File: config.mk
export PLATFORM = sky130hd
export DESIGN_NAME = stim_loader
export DESIGN_NICKNAME = d
export VERILOG_FILES = /design/src/rtl/stim_loader.sv
export SDC_FILE = /design/constraint.sdc
export NUM_CORES = 1
export LEC_CHECK = 0
export BUFFER_PORTS_ARGS = -buffer_cell sky130_fd_sc_hd__buf_2
export CAP_MARGIN = 20
export CORE_AREA = 2 2 94 96
export CTS_CLUSTER_SIZE = 12
export DETAILED_ROUTE_END_ITERATION = 8
export DIE_AREA = 0 0 96 98
export PLACE_DENSITY = 0.78
export SYNTH_ARGS = -nofsm -noshare
export SYNTH_HDL_FRONTEND = slang
export SYNTH_SLANG_ARGS = --single-unit
File: constraint.sdc
create_clock -name clock -period 2.3 [get_ports clock]
set_input_delay 0.23 -clock clock [delete_from_list [all_inputs] [get_ports clock]]
set_output_delay 0.23 -clock clock [all_outputs]
set_load 0.03 [all_outputs]
File: src/rtl/stim_loader.sv
// rtl/stim_loader.sv - host byte-stream parser that assembles stimulus and DI command records into their write FIFOs.
module stim_loader #(
   parameter int STF_WIDTH   = 24,
   parameter int CYCLE_RANGE = 5,
   parameter int DIF_WIDTH   = 32
) (
   input  logic                               clock,
   input  logic                               reset,
   input  logic [7:0]                         in_data,
   input  logic                               in_valid,
   output logic                               in_ready,
   output logic [STF_WIDTH+CYCLE_RANGE:0]     sfifo_data,
   output logic                               sfifo_wrreq,
   input  logic                               sfifo_wrfull,
   output logic [DIF_WIDTH-1:0]               dififo_data,
   output logic                               dififo_wrreq,
   input  logic                               dififo_wrfull,
   output logic [15:0]                        stim_count,
   output logic [15:0]                        cmd_count,
   output logic [7:0]                         err_count,
   output logic                               done
);

   typedef enum logic [1:0] {ST_HDR, ST_PAYLOAD, ST_WRITE} state_t;

   state_t      state_q, state_d;
   logic [1:0]  byte_cnt_q, byte_cnt_d;
   logic [31:0] asm_q, asm_d;
   logic        is_cmd_q, is_cmd_d;
   logic [15:0] stim_count_q, stim_count_d;
   logic [15:0] cmd_count_q, cmd_count_d;
   logic [7:0]  err_count_q, err_count_d;
   logic        done_q, done_d;
   logic        accept;

   // Strobes are gated by reset because reset is synchronous and state may still read WRITE.
   assign in_ready     = ~reset & (state_q != ST_WRITE);
   assign sfifo_wrreq  = ~reset & (state_q == ST_WRITE) & ~is_cmd_q & ~sfifo_wrfull;
   assign dififo_wrreq = ~reset & (state_q == ST_WRITE) & is_cmd_q & ~dififo_wrfull;
   assign sfifo_data   = asm_q[STF_WIDTH+CYCLE_RANGE:0];
   assign dififo_data  = asm_q[DIF_WIDTH-1:0];
   assign stim_count   = stim_count_q;
   assign cmd_count    = cmd_count_q;
   assign err_count    = err_count_q;
   assign done         = done_q;
   assign accept       = in_valid & in_ready;

   always_comb begin
      state_d      = state_q;
      byte_cnt_d   = byte_cnt_q;
      asm_d        = asm_q;
      is_cmd_d     = is_cmd_q;
      stim_count_d = stim_count_q;
      cmd_count_d  = cmd_count_q;
      err_count_d  = err_count_q;
      done_d       = 1'b0;
      case (state_q)
         ST_HDR: begin
            if (accept) begin
               case (in_data[7:6])
                  2'b01: begin
                     is_cmd_d   = 1'b0;
                     byte_cnt_d = 2'd0;
                     state_d    = ST_PAYLOAD;
                  end
                  2'b10: begin
                     is_cmd_d   = 1'b1;
                     byte_cnt_d = 2'd0;
                     state_d    = ST_PAYLOAD;
                  end
                  2'b11: begin
                     if (in_data[5:0] == 6'h3F) begin
                        done_d = 1'b1;
                     end else if (err_count_q != 8'hFF) begin
                        err_count_d = err_count_q + 8'd1;
                     end
                  end
                  default: ;
               endcase
            end
         end
         ST_PAYLOAD: begin
            if (accept) begin
               asm_d      = {asm_q[23:0], in_data};
               byte_cnt_d = byte_cnt_q + 2'd1;
               if (byte_cnt_q == 2'd3) begin
                  state_d = ST_WRITE;
               end
            end
         end
         ST_WRITE: begin
            if (sfifo_wrreq) begin
               state_d = ST_HDR;
               if (stim_count_q != 16'hFFFF) stim_count_d = stim_count_q + 16'd1;
            end else if (dififo_wrreq) begin
               state_d = ST_HDR;
               if (cmd_count_q != 16'hFFFF) cmd_count_d = cmd_count_q + 16'd1;
            end
         end
         default: state_d = ST_HDR;
      endcase
   end

   always_ff @(posedge clock) begin
      if (reset) begin
         state_q      <= ST_HDR;
         byte_cnt_q   <= 2'd0;
         asm_q        <= 32'd0;
         is_cmd_q     <= 1'b0;
         stim_count_q <= 16'd0;
         cmd_count_q  <= 16'd0;
         err_count_q  <= 8'd0;
         done_q       <= 1'b0;
      end else begin
         state_q      <= state_d;
         byte_cnt_q   <= byte_cnt_d;
         asm_q        <= asm_d;
         is_cmd_q     <= is_cmd_d;
         stim_count_q <= stim_count_d;
         cmd_count_q  <= cmd_count_d;
         err_count_q  <= err_count_d;
         done_q       <= done_d;
      end
   end

endmodule

# Yosys cells after proc, flatten, opt, wreduce, memory -nomap -nowiden
# Cells that the tools add are included.
# W data, S select, Z words.
# word_totals
inputBits,13
register_bits,78
wordCells,69
# classes
n_eq_ne,16
reduce_logical,12
add_sub_neg,4
muxes,13
bitwise,16
# ops
cell,n
$add A16 B1 Y16 const B,2
$ne A16 B16 Y1 const B,2
$mux W2,9
$ne A2 B2 Y1 const B,5
$reduce_and A5 Y1,2
$not A1 Y1,9
$add A8 B1 Y8 const B,1
$eq A2 B2 Y1 const B,4
$ne A8 B8 Y1 const B,1
$reduce_and A4 Y1,2
$and A1 B1 Y1,7
$eq A6 B6 Y1 const B,1
$pmux W2 S3,1
$reduce_and A3 Y1,2
$eq A2 B1 Y1 const B,2
$pmux W2 S2,1
$reduce_bool A2 Y1,2
$reduce_or A4 Y1,1
$ne A3 B3 Y1 const B,1
$add A2 B1 Y2 const B,1
$logic_not A2 Y1,1
$pmux W1 S2,1
$reduce_and A2 Y1,1
$reduce_or A2 Y1,1
$mux W1,1

# Depth between registers and ports, before layout
# logic_depth
depth_word,7
depth_mapped,8
ltp_nobuf,6

# Worst setup path before layout
# No wires, ideal clock.
# synth_path
kind,register -> register
start,reg cmd_count_q[0] (netlist: cmd_count[0])
end,reg cmd_count_q[10] (netlist: cmd_count[10])
path_slack_ns,0.032
required_time_ns,2.230
path_buffers,1
setup_ns,0.070
arrival_ns,2.198
path_stages_with_launch,7
cell_sequence,dfxtp_1 > ha_1 > inv_1 > or4_1 > buf_2 > or4_1 > a21oi_1
# synth_between
elab_chain_cells,2
# synth_lines
item,line_no,rtl
start: declaration,31,"logic [15:0] cmd_count_q, cmd_count_d;"
start signal: assignment,120,cmd_count_q <= cmd_count_d;
branches (longest 2 deep; another with $add A16 B1 Y16),-,
# Several ways; the timed one is not identified.
# A chain may end at the register's enable or synchronous reset.

# Worst setup path after layout
# layout_path
start,reg state_q[0]
end,out dififo_wrreq
# layout_between
elab_chain_cells,4
# layout_lines
item,line_no,rtl
start: declaration,26,"state_t state_q, state_d;"
start signal: assignment,115,state_q <= state_d;
$eq A2 B2 Y1,39,assign dififo_wrreq = ~reset & (state_q == ST_WRITE) & is_cmd_q & ~dififo_wrfull;
$and A1 B1 Y1 (3 in a row),39,
end: declaration,16,"output logic dififo_wrreq,"
# Every way passes these cells.

==> run_results.csv <==
group,metric,value,unit
status,status,"finished clean",
floorplan,die_h,98,µm
drt,drc,0,
clock_tree,cts-resized-gates,0,
placement,gp_congestion,0.889,
drt,postRouteWirelength,9340,µm
hold_path,hp-class,"primary input to flip-flop",
power_and_ir_drop,leakage,1.90,nW
timing,whs,119,ps
power_and_ir_drop,clkPwrFrac,41.9,%
timing,report.final.slew_viol_count,0,
global_routing,overflow,0,
power_and_ir_drop,seq_power_share,53.7,%
clock_tree,cts_setup_buffers,0,
drt,firstDrtPassIters,4,
setup_path,worstPathRequired,2070,ps
layout,fin_nets,580,
floorplan,start_util,44.9,%
setup_path,cp-start-kind,"flip-flop",
synthesis,synth.area.top_cells,"dfxtp_1, nand2_1, a21oi_1",
setup_path,crit_arrival,1930,ps
synthesis,netlist.area_leader.share,41.1,%
setup_path,worstSetupPathType,"flip-flop to output port",
timing,post-route-min-period,2160,ps
clock_tree,clock_sinks,78,
timing,finalHoldViolCount,0,
timing,period_share,94.1,%
layout,fill_cells,823,
layout,drive_gt1_share,30.4,%
power_and_ir_drop,p_sw,0.630,mW
synthesis,ys_warn_count,0,
layout,layout_commonest_cell,"buf_2",
hold_path,min_from,"in_data[5]",
floorplan,core_area,8470,µm²
setup_path,crit_fanout,9,
drt,drtAntennaViolNets,0,
synthesis,async_flop_share,0,%
global_routing,grt_pass1_vias,3224,
drt,avgViaCountPerCell,5.53,
hold_path,hold_end,"dififo_data[5]$_SDFFE_PP0P_",
clock_tree,cts_root_buf,"clkbuf_8",
power_and_ir_drop,intPower,1.91,mW
floorplan,die-area,9410,µm²
drt,dr_total_vias,3727,
timing,fin_worst_skew,7.20,ps
synthesis,synth.distinct_cells,41,
synthesis,yosysSeqAreaShare,41.1,%
clock_tree,clkSlewWorstSetupHoldPaths,80,ps
setup_path,crit_chain,"or3b_4 -> buf_4 -> or2_2 -> inv_1 -> clkbuf_4",
setup_path,worstReg2RegEnd,"cmd_count[4]$_SDFFE_PP0P_",
drt,wirelength_met1,4020,µm
setup_path,rrSetupSlack,150,ps
synthesis,synth_edf_count,0,
power_and_ir_drop,power_density,554,nW/µm²
setup_path,worstReg2RegStart,"cmd_count[0]$_SDFFE_PP0P_",
drt,avgRoutedWirePerCell,13.9,µm
power_and_ir_drop,pwr-share-comb,4.4,%
hold_path,hold_depth,3,
clock_tree,insertion_delay,360,ps
placement,hpwlAfterDp,6750,µm
clock_tree,cts_max_path_buffers,2,
drt,met2_length,4750,µm
layout,diodes,0,
synthesis,syn-cell-area,3800,µm²
setup_path,slowest_stage,"or3b_4",
timing,tightest_slew,680,ps
synthesis,syn_area_per_cell,8.15,µm²
global_routing,grt_pass1_wl,15100,µm
setup_path,r2r_cells,6,
setup_path,worstSetupEndpointType,"output port",
synthesis,synth_ff_type,"dfxtp_1",
global_routing,grt_max_degree,44,
global_routing,track_usage,19.7,%
placement,io_buffers,118,
timing,max_freq,0.462,GHz
timing,setup_viol,0,
timing,setup_tns,0,ps
clock_tree,cts_tree,"done",
layout,layout_common_cells,"buf_2, nand2_1, dfxtp_1",
synthesis,netlist_instances,466,
synthesis,yosysTopAreaCell,"dfxtp_1",
flow_run,drv_cap,0,
drt,maxUsedRoutingLayer,"met4",
timing,max_slew_margin,54.3,%
clock_tree,postCtsHoldBufs,0,
clock_tree,h-tree-depth,3,
floorplan,io_pins,119,
synthesis,ys_ff_latch,78,
power_and_ir_drop,ir_drop,0.306,mV
layout,finish.utilization,54.1,%
timing,rsz0062_at_grt,"false",
floorplan,die_x,96,µm
global_routing,antenna_found_initial,0,
drt,routed-wl-met3,419,µm
synthesis,syn_nets,485,
floorplan,rows,34,
clock_tree,cts_inserted_buffers,9,
layout,syn2layout_area_growth,20.7,%
setup_path,crit_path_max_incr_delay,420,ps
drt,drt_iter0_markers,240,
power_and_ir_drop,sw_frac_of_total,24.8,%
synthesized netlist by cell type (all sizes together), types with 5 or more instances:
| cell | instances |
|---|---|
| a21oi | 60 |
| buf | 37 |
| clkbuf | 20 |
| dfxtp | 78 |
| ha | 6 |
| inv | 14 |
| nand2 | 84 |
| nand3 | 12 |
| nand4 | 12 |
| nor2 | 15 |
| nor3 | 6 |
| nor4 | 13 |
| o21ai | 11 |
| o311ai | 6 |
| o31ai | 10 |
| o41ai | 12 |
| or3 | 5 |
| or4 | 16 |
final cells by class:
cell class / count / area [µm²] / share of cell area (%)
tap: 108 / 135 / 2.95
clock buffer: 9 / 124 / 2.70
clock inverter: 7 / 80.1 / 1.75
sequential: 78 / 1560 / 34.1
inverter: 14 / 52.6 / 1.15
multi-input combinational: 317 / 1860 / 40.7
timing repair buffer: 141 / 766 / 16.7
registers in the layout, summed over array words and instances, names as in the netlist:
name,count
byte_cnt_q,2
is_cmd_q,1
state_q,2
err_count,8
stim_count,16
dififo_data,32
done,1
cmd_count,16
worst max-delay path: cells and delay by family (launching register included):
family / cells / cell delay [ps]
buffers and inverters: 3 / 480
DFF: 1 / 320
and+or+nand+nor: 2 / 780
how the worst max path moves through the flow:
stage | start | to | slack, ps | cells past startpoint
global placement | reset | cmd_count[10]$_SDFFE_PP0P_ | 130 | 5
floorplan | cmd_count[0]$_SDFFE_PP0P_ | cmd_count[10]$_SDFFE_PP0P_ | 30 | 6
detailed placement | reset | cmd_count[14]$_SDFFE_PP0P_ | 80 | 5
global route | cmd_count[0]$_SDFFE_PP0P_ | cmd_count[4]$_SDFFE_PP0P_ | 20 | 6
finish | state_q[0]$_SDFFE_PP0P_ | dififo_wrreq | 140 | 5
CTS | state_q[0]$_SDFFE_PP0P_ | dififo_wrreq | 80 | 5
metal layers:
| metal | global-route usage (%) | vias up |
|---|---|---|
| li1 | - | 1860 |
| met1 | 25.6 | 1759 |
| met2 | 31.7 | 98 |
| met3 | 4.32 | 10 |
| met4 | 7.36 | 0 |
| met5 | 0 | - |
through the flow:
| step | total power [mW] | worst slack (ps) | std cells | cell area (µm²) |
|---|---|---|---|---|
| finish | 2.54 | 137 | 674 | 4580 |
| global route | 2.64 | 24.1 | 674 | 4580 |
| CTS | 2.57 | 78.0 | 674 | 4570 |
| detailed placement | 1.51 | 77.5 | 658 | 4360 |
| global placement | 1.50 | 125 | 658 | 4360 |
| floorplan | 1.47 | 31.6 | 466 | 3800 |
logic make-up after synthesis:
logic type	count (synthesis)	share of synthesized area, %
buffers and inverters	71	10.1
AND/OR/NAND/NOR	193	26.7
flip-flops	78	41.1
AO/OA/AOI/OAI	110	17.9
multiplexers	8	2.24
adder cells (fa/ha/maj)	6	1.98
power by group through the flow:
stage               Combinational, mW  Sequential (mW)  Clock (mW)
floorplan                      0.0701             1.40           0
global placement                0.110             1.39           0
detailed placement              0.112             1.39           0
CTS                             0.112             1.36        1.09
global route                    0.123             1.36        1.15
finish                          0.112             1.36        1.06
No activity file was read; power rests on OpenSTA's default activity.
